**src/rtl/async_fifo_wr_packer.sv**
```systemverilog
// Packs RATIO narrow beats into one FIFO-width word (low lanes first) ahead of the async FIFO write port.
// Optional idle flush of a partial word: define PACKER_TIMEOUT_FLUSH_EN.
module async_fifo_wr_packer #(
    parameter int                  IN_WIDTH       = 8,
    parameter int                  OUT_WIDTH      = 32,
    parameter logic [IN_WIDTH-1:0] PAD            = 8'h00,
    parameter int                  TIMEOUT_CYCLES = 16
) (
    input  logic                 wclk,
    input  logic                 wrst,
    input  logic                 s_valid,
    input  logic [IN_WIDTH-1:0]  s_data,
    input  logic                 s_last,
    output logic                 s_ready,
    output logic                 m_valid,
    output logic [OUT_WIDTH-1:0] m_data,
    input  logic                 m_ready,
    output logic [15:0]          word_cnt
);

    localparam int RATIO = OUT_WIDTH / IN_WIDTH;
    localparam int CNT_W = (RATIO > 1) ? $clog2(RATIO) : 1;
    localparam logic [CNT_W-1:0] LAST_LANE = CNT_W'(RATIO - 1);

    localparam logic [0:0] FILL    = 1'b0;
    localparam logic [0:0] PARTIAL = 1'b1;

    if (((OUT_WIDTH % IN_WIDTH) != 0) || (RATIO < 2)) begin : g_bad_ratio
        $error("async_fifo_wr_packer: OUT_WIDTH must be a multiple of IN_WIDTH with ratio >= 2");
    end
    if (TIMEOUT_CYCLES < 1) begin : g_bad_timeout
        $error("async_fifo_wr_packer: TIMEOUT_CYCLES must be >= 1");
    end

    logic [CNT_W-1:0]     cnt_q, cnt_d;
    logic [OUT_WIDTH-1:0] acc_q, acc_d;
    logic                 m_valid_q, m_valid_d;
    logic [OUT_WIDTH-1:0] m_data_q, m_data_d;
    logic [15:0]          word_cnt_q, word_cnt_d;

    logic [0:0]           state;
    logic                 accept;
    logic                 complete_beat;
    logic                 flush;
    logic                 complete;
    logic [OUT_WIDTH-1:0] packed_word;

    // The output register may be refilled in the same cycle it drains.
    assign s_ready       = ~m_valid_q | m_ready;
    assign accept        = s_valid & s_ready;
    assign state         = (cnt_q == '0) ? FILL : PARTIAL;
    assign complete_beat = accept & ((cnt_q == LAST_LANE) | s_last);
    assign complete      = complete_beat | flush;

`ifdef PACKER_TIMEOUT_FLUSH_EN
    localparam int IDLE_W = $clog2(TIMEOUT_CYCLES + 1);
    localparam logic [IDLE_W-1:0] IDLE_LAST = IDLE_W'(TIMEOUT_CYCLES - 1);

    logic [IDLE_W-1:0] idle_q, idle_d;

    // Fires on the TIMEOUT_CYCLES-th idle cycle; saturates while the output is stalled.
    assign flush = (state == PARTIAL) & ~accept & (idle_q == IDLE_LAST) & s_ready;

    always_comb begin
        idle_d = '0;
        if ((state == PARTIAL) && !accept && !flush) begin
            idle_d = (idle_q == IDLE_LAST) ? idle_q : idle_q + IDLE_W'(1);
        end
    end

    always_ff @(posedge wclk or posedge wrst) begin
        if (wrst) begin
            idle_q <= '0;
        end else begin
            idle_q <= idle_d;
        end
    end
`else
    assign flush = 1'b0;
`endif

    // Lane cnt takes the incoming beat; every lane above the last filled one becomes PAD.
    always_comb begin
        int pad_from;
        packed_word = acc_q;
        pad_from    = int'(cnt_q) + (accept ? 1 : 0);
        for (int i = 0; i < RATIO; i++) begin
            if (accept && (i == int'(cnt_q))) begin
                packed_word[i*IN_WIDTH +: IN_WIDTH] = s_data;
            end else if (i >= pad_from) begin
                packed_word[i*IN_WIDTH +: IN_WIDTH] = PAD;
            end
        end
    end

    always_comb begin
        cnt_d = cnt_q;
        acc_d = acc_q;
        case (state)
            FILL: begin
                if (accept) begin
                    if (complete_beat) begin
                        acc_d = '0;
                    end else begin
                        cnt_d = CNT_W'(1);
                        acc_d = packed_word;
                    end
                end
            end
            PARTIAL: begin
                if (complete) begin
                    cnt_d = '0;
                    acc_d = '0;
                end else if (accept) begin
                    cnt_d = cnt_q + CNT_W'(1);
                    acc_d = packed_word;
                end
            end
            default: begin
                cnt_d = '0;
                acc_d = '0;
            end
        endcase
    end

    always_comb begin
        m_valid_d  = m_valid_q;
        m_data_d   = m_data_q;
        word_cnt_d = word_cnt_q;
        if (m_valid_q && m_ready) begin
            m_valid_d  = 1'b0;
            word_cnt_d = word_cnt_q + 16'd1;
        end
        if (complete) begin
            m_valid_d = 1'b1;
            m_data_d  = packed_word;
        end
    end

    always_ff @(posedge wclk or posedge wrst) begin
        if (wrst) begin
            cnt_q      <= '0;
            acc_q      <= '0;
            m_valid_q  <= 1'b0;
            m_data_q   <= '0;
            word_cnt_q <= '0;
        end else begin
            cnt_q      <= cnt_d;
            acc_q      <= acc_d;
            m_valid_q  <= m_valid_d;
            m_data_q   <= m_data_d;
            word_cnt_q <= word_cnt_d;
        end
    end

    assign m_valid  = m_valid_q;
    assign m_data   = m_data_q;
    assign word_cnt = word_cnt_q;

endmodule

```
**config.mk**
```make
export PLATFORM = sky130hd
export DESIGN_NAME = async_fifo_wr_packer
export DESIGN_NICKNAME = d
export VERILOG_FILES = /design/src/rtl/async_fifo_wr_packer.sv
export SDC_FILE = /design/constraint.sdc
export NUM_CORES = 1
export LEC_CHECK = 0
export ABC_AREA = 1
export CORE_ASPECT_RATIO = 0.7
export CORE_MARGIN = 2
export CORE_UTILIZATION = 40
export DETAILED_ROUTE_END_ITERATION = 16
export GPL_ROUTABILITY_DRIVEN = 0
export GPL_TIMING_DRIVEN = 1
export PLACE_DENSITY = 0.66
export SYNTH_ARGS = -nofsm -noshare
export SYNTH_HDL_FRONTEND = slang
export SYNTH_SLANG_ARGS = --single-unit
```
**constraint.sdc**
```tcl
create_clock -name wclk -period 3 [get_ports wclk]
set_input_delay 0.3 -clock wclk [delete_from_list [all_inputs] [get_ports wclk]]
set_output_delay 0.3 -clock wclk [all_outputs]
set_load 0.01 [all_outputs]
```
Word-level counts from Yosys, hierarchy flattened
Index checks and enable logic that the tools add are counted.
- flip-flop bits (word level): 83
- input bits: 13
- output and inout port bits: 50
- logic and storage cells: 56
- $add $sub $neg: 3
- magnitude comparators: 4
- equality and inequality tests: 7
- multiplexer cells: 22
- bitwise operators: 5
- reductions and logical operators: 10
- operators by type and width (operator ; number):
    2-to-1 mux 32 bit ; 4
    2-to-1 mux 8 bit ; 8
    one-hot mux 32 bit (2 select lines) ; 1
    adder 16 x 1 -> 16 bit, second input constant ; 1
    2-to-1 mux 2 bit ; 4
    greater-or-equal comparator 1 x 3 -> 1 bit, first input constant ; 2
    greater-or-equal comparator 2 x 3 -> 1 bit, first input constant ; 2
    logical AND 1 bit ; 5
    equality test 2 bit, first input constant ; 2
    logical NOT 2 bit ; 2
    2-to-1 mux 1 bit ; 4
    inequality test 2 bit, second input constant ; 2
    one-hot mux 2 bit (2 select lines) ; 1
    adder 2 x 1 -> 3 bit ; 1
    inequality test 3 x 1 -> 1 bit, second input constant ; 1
    AND reduction 3 bit ; 1
    adder 2 x 1 -> 2 bit, second input constant ; 1
    bitwise AND 1 bit ; 2
    equality test 1 x 2 -> 1 bit, first input constant ; 1
    equality test 2 bit, second input constant ; 1
    bitwise OR 1 bit ; 2
    AND reduction 2 bit ; 1
    nonzero test 2 bit ; 1
    inverter 1 bit ; 1

Longest topological paths before layout
- word-level depth: 11
- gate-level depth with buffers: 13

Worst setup path after synthesis
No wires, ideal clock.
- path type: register to register
- start point: reg m_valid_q, in the netlist m_valid
- end point: reg m_data_q[0], in the netlist m_data[0]
- setup time: 65 ps
- data arrival time: 1862 ps
- setup slack: 1073 ps
- stages on the path, launching flop included: 13
- path buffers: 0
- period minus slack after synthesis: 1927 ps
- cell sequence: dfrtp_1 -> nand2_4 -> nand2_8 -> inv_4 -> ha_1 -> inv_1 -> ha_1 -> nor2_1 -> o21bai_2 -> nand3_1 -> nand2_1 -> nand2_1 -> nand2_1
- longest elaborated chain between the ends: 8
- elaborated cells between the ends (all ways): 10
- classes of those cells: 1 x add/sub; 1 x order compare; 3 x mux; 4 x bitwise; 1 x reduce/logical
- ends and longest elaborated chain (item ; RTL line ; text):
    start: declaration ; 37 ; logic m_valid_q, m_valid_d;
    start signal: assignment ; 150 ; m_valid_q <= m_valid_d;
    inverter 1 bit * ; 49 ; assign s_ready = ~m_valid_q | m_ready;
    bitwise OR 1 bit * ; 49 ;
    named net s_ready ; 14 ; output logic s_ready,
    bitwise AND 1 bit * ; 50 ; assign accept = s_valid & s_ready;
    2-to-1 mux 1 bit ; 86 ; pad_from = int'(cnt_q) + (accept ? 1 : 0);
    adder 2 x 1 -> 3 bit ; 86 ;
    greater-or-equal comparator 1 x 3 -> 1 bit ; 90 ; end else if (i >= pad_from) begin
    2-to-1 mux 8 bit ; 90 ;
    2-to-1 mux 8 bit ; 88 ; if (accept && (i == int'(cnt_q))) begin
    end signal: assignment ; 151 ; m_data_q <= m_data_d;
    end: declaration ; 38 ; logic [OUT_WIDTH-1:0] m_data_q, m_data_d;
The timed path passes the listed nets; every way through them passes the cells marked *.
A chain may end at the register's enable or synchronous reset.

Final worst setup path
- start point: in m_ready
- end point: reg acc_q[18]
- longest elaborated chain between the ends: 10
- elaborated cells between the ends (all ways): 17
- classes of those cells: 1 x add/sub; 1 x order compare; 2 x eq/ne; 8 x mux; 3 x bitwise; 2 x reduce/logical
- ends and longest elaborated chain (item ; RTL line ; text):
    start: declaration ; 17 ; input logic m_ready,
    bitwise OR 1 bit * ; 49 ;
    bitwise AND 1 bit * ; 50 ;
    2-to-1 mux 1 bit ; 86 ;
    adder 2 x 1 -> 3 bit ; 86 ;
    greater-or-equal comparator 2 x 3 -> 1 bit ; 90 ;
    2-to-1 mux 8 bit ; 90 ;
    2-to-1 mux 8 bit ; 88 ;
    2-to-1 mux 32 bit, on equally long branches ; 114, 102 ;
    2-to-1 mux 32 bit, on equally long branches ; 111, 101 ;
    one-hot mux 32 bit (2 select lines) ; 99 ; case (state)
    end signal: assignment ; 143 ; acc_q <= '0;
    end signal: assignment ; 149 ; acc_q <= acc_d;
    end: declaration ; 36 ; logic [OUT_WIDTH-1:0] acc_q, acc_d;
Every way passes the cells marked *; elsewhere a longest branch is shown, timed or not. The select of a mux whose other input is x is not followed.

==> flow_metrics.env <==
export IMPL_crit_top_cell="nand2_1"
export IMPL_dp_cells=680
export IMPL_die_x_um=124
export IMPL_finalNonFillerCells=696
export IMPL_syn_inst=500
export IMPL_ys_seq_elements=83
export IMPL_clock_sinks=83
export IMPL_cellPowerDensity_nw_per_um2=770
export IMPL_ctsLongestPathBuffers=2
export IMPL_vias=3265
export IMPL_critical_path_endpoint_type="flip-flop"
export IMPL_maxCapViolCount=0
export IMPL_cp_required_ns=3.28
export IMPL_finalSetupTns_ns=0
export IMPL_n_antenna_cell=0
export IMPL_critical_path_startpoint_type="primary input"
export IMPL_leakage_nw=2.70
export IMPL_worstPathMaxFanout=16
export IMPL_rows=30
export IMPL_fin_crit_sh_pct=75.3
export IMPL_slowest_delay_ns=0.51
export IMPL_crit_type="in2reg"
export IMPL_hold_path_class="in2async"
export IMPL_wirelength_mm=9.29
export IMPL_finalClockSkew_ns=0.00772
export IMPL_grt_total_usage_pct=18.4
export IMPL_finalSetupViolCount=0
export IMPL_postLayoutCellArea_um2=5060
export IMPL_multi_input_area_um2=1720
export IMPL_die_height_um=87.8
export IMPL_htreeDepth=3
export IMPL_grt_pass1_vias=3166
export IMPL_num_fill_cells=933
export IMPL_fmaxAchievable_mhz=443
export IMPL_ff_latch_area_um2=2080
export IMPL_avgSynthCellArea_um2=8.02
export IMPL_first_iter_violations=231
export IMPL_root_buffer="clkbuf_16"
export IMPL_pin_count=63
export IMPL_clkLatencyLatePin_ns=0.34
export IMPL_drc=0
export IMPL_synth_distinct_cells=25
export IMPL_max_slew_margin_pct=45.5
export IMPL_status="finished clean"
export IMPL_overflow=0
export IMPL_yosysWarnings=0
export IMPL_finalCriticalPeriod_ns=2.26
export IMPL_cts_hold_buf=0
export IMPL_core_area_um2=9720
export IMPL_initial_core_util_pct=41.2
export IMPL_r2r_end="acc_q[18]$_DFFE_PP0P_"
export IMPL_cts_tree="done"
export IMPL_rsz0062_at_grt="false"
export IMPL_cp_arrival_ns=2.54
export IMPL_clk_pin_slew_worst_paths_ns=0.06
export IMPL_antenna_found_initial=0
export IMPL_grt_pass1_wl_mm=15.2
export IMPL_numCtsBuffers=9
export IMPL_hold_violations=0
export IMPL_grt_max_degree=43
export IMPL_post_drt_via_cell_ratio=4.69
export IMPL_yosysSeqAreaShare_pct=51.8
export IMPL_postSynthNetCount=522
export IMPL_place_area_um2=4730
export IMPL_r2r_cells=11
export IMPL_io_buffers=62
export IMPL_cts_resized=0
export IMPL_detail_route_antenna_nets=0
export IMPL_netlist_area_um2=4010
export IMPL_syn_to_final_growth_pct=26.1
export IMPL_r2r_start="m_valid$_DFFE_PP0P_"
export IMPL_cts_setup_buffers=0
export IMPL_slowest_stage="clkdlybuf4s50_1"
export IMPL_fin_util_pct=52.0
export IMPL_die_area_um2=10900
export IMPL_avgRoutedWirePerCell_um=13.3
export IMPL_tightest_slew_ns=0.816
export IMPL_hpwl_mm=6.24
export IMPL_r2r_slack_ns=0.81
export IMPL_cp_cell_sequence="clkdlybuf4s50_1, inv_2, nand2_4, nand2_8, inv_4, ha_1, inv_1, ha_1, a21oi_2, nand3_1, nand2_1, nand2_1, nand2_1"
export IMPL_finalMaxSlewViolations=0
export IMPL_max_vdd_ir_drop_mv=0.292
export IMPL_drive_above_1_share_pct=7.22
export IMPL_first_pass_iters=4
export IMPL_fin_nets=585
==> placed cells by master (no fill, tap or decap), types with 8 or more instances in the layout <==
master	instances
inv_1	22
clkbuf_16	9
clkdlybuf4s50_1	62
o21ai_0	18
ha_1	9
nor2_1	8
nand3_1	26
dfrtp_1	83
nand2_1	283
==> worst max path at each step <==
stage | start | end | slack, ns
6_report | m_ready | acc_q[18]$_DFFE_PP0P_ | 0.74
5_1_grt | m_ready | m_data[20]$_DFFE_PP0P_ | 0.58
4_1_cts | m_ready | acc_q[18]$_DFFE_PP0P_ | 0.75
3_5_place_dp | m_ready | acc_q[18]$_DFFE_PP0P_ | 0.40
3_3_place_gp | m_ready | acc_q[16]$_DFFE_PP0P_ | 0.49
2_1_floorplan | wrst | acc_q[0]$_DFFE_PP0P_ | 0.56
==> where the power goes <==
part	leakage (nW)	switching, mW	internal [mW]
sequential	1.11	0.158	1.35
clock	0.159	0.439	0.773
combinational	1.43	0.679	0.498
total	2.70	1.28	2.62
==> Yosys cell counts <==
| library cell | number | area share (%) |
|---|---|---|
| nand2_4 | 3 | 0.84 |
| buf_2 | 7 | 0.87 |
| o21bai_2 | 1 | 0.28 |
| o21ai_0 | 18 | 2.2 |
| nor2_2 | 3 | 0.47 |
| nand2_1 | 283 | 26 |
| nand2_2 | 1 | 0.16 |
| nor2_4 | 2 | 0.56 |
| inv_1 | 23 | 2.2 |
| nand4_1 | 1 | 0.16 |
| ha_1 | 9 | 2.8 |
| nand2_8 | 1 | 0.50 |
| inv_4 | 1 | 0.16 |
| clkbuf_1 | 3 | 0.28 |
| nand3_1 | 26 | 3.2 |
| inv_2 | 4 | 0.37 |
| nor3_1 | 3 | 0.37 |
| xnor2_1 | 5 | 1.1 |
| dfrtp_1 | 83 | 52 |
| buf_6 | 5 | 1.4 |
| xor2_1 | 5 | 1.1 |
| nand3b_1 | 1 | 0.19 |
| nor2_8 | 3 | 1.5 |
| a21oi_2 | 1 | 0.22 |
| nor2_1 | 8 | 0.75 |
==> cell families (layout without fill, tap and decap cells) <==
family / Yosys count / count (layout) / synth area share (%)
fa+ha+maj: 9 / 9 / 2.81
buf+inv: 43 / 111 / 5.24
compound gates: 20 / 20 / 2.75
xor+xnor: 10 / 10 / 2.18
simple gates: 335 / 335 / 35.2
flops: 83 / 83 / 51.8
==> critical path, delay by kind of cell <==
kind	cells	cell delay, ns
AOI/OAI and AO/OA	1	0.40
adders and majority gates	2	0.48
buffers and inverters	4	0.77
and+or+nand+nor	6	0.59
==> layer usage <==
metal	track usage, %	wire length (um)	share of wire [%]	up-vias
li1	-	-	-	1657
met1	24.9	4540	49	1527
met2	28.2	4080	44	65
met3	5.79	526	5.7	16
met4	6.20	144	1.6	0
met5	0	0	0	-
==> flip-flops by register name (all words and copies together) (netlist names) <==
signal / flops
acc_q: 32
m_data: 32
word_cnt: 16
cnt_q: 2
m_valid: 1
==> stage by stage <==
| step | hold WS [ns] | power, mW | setup WS (ns) |
|---|---|---|---|
| after floorplan | 0.449 | 2.22 | 0.563 |
| after global placement | 0.461 | 2.67 | 0.488 |
| after detailed placement | 0.464 | 2.70 | 0.399 |
| after CTS | 0.160 | 3.93 | 0.753 |
| after global routing | 0.169 | 4.13 | 0.584 |
| final | 0.159 | 3.89 | 0.741 |
==> layout make-up <==
| class | count | share of cell area [%] |
|---|---|---|
| clock inverter | 4 | 1.44 |
| tap | 128 | 3.17 |
| timing repair buffer | 67 | 13.0 |
| inverter | 28 | 2.15 |
| clock buffer | 12 | 5.07 |
| multi-input combinational | 374 | 34.1 |
| sequential | 83 | 41.1 |
No activity file was read; power rests on OpenSTA's default activity.
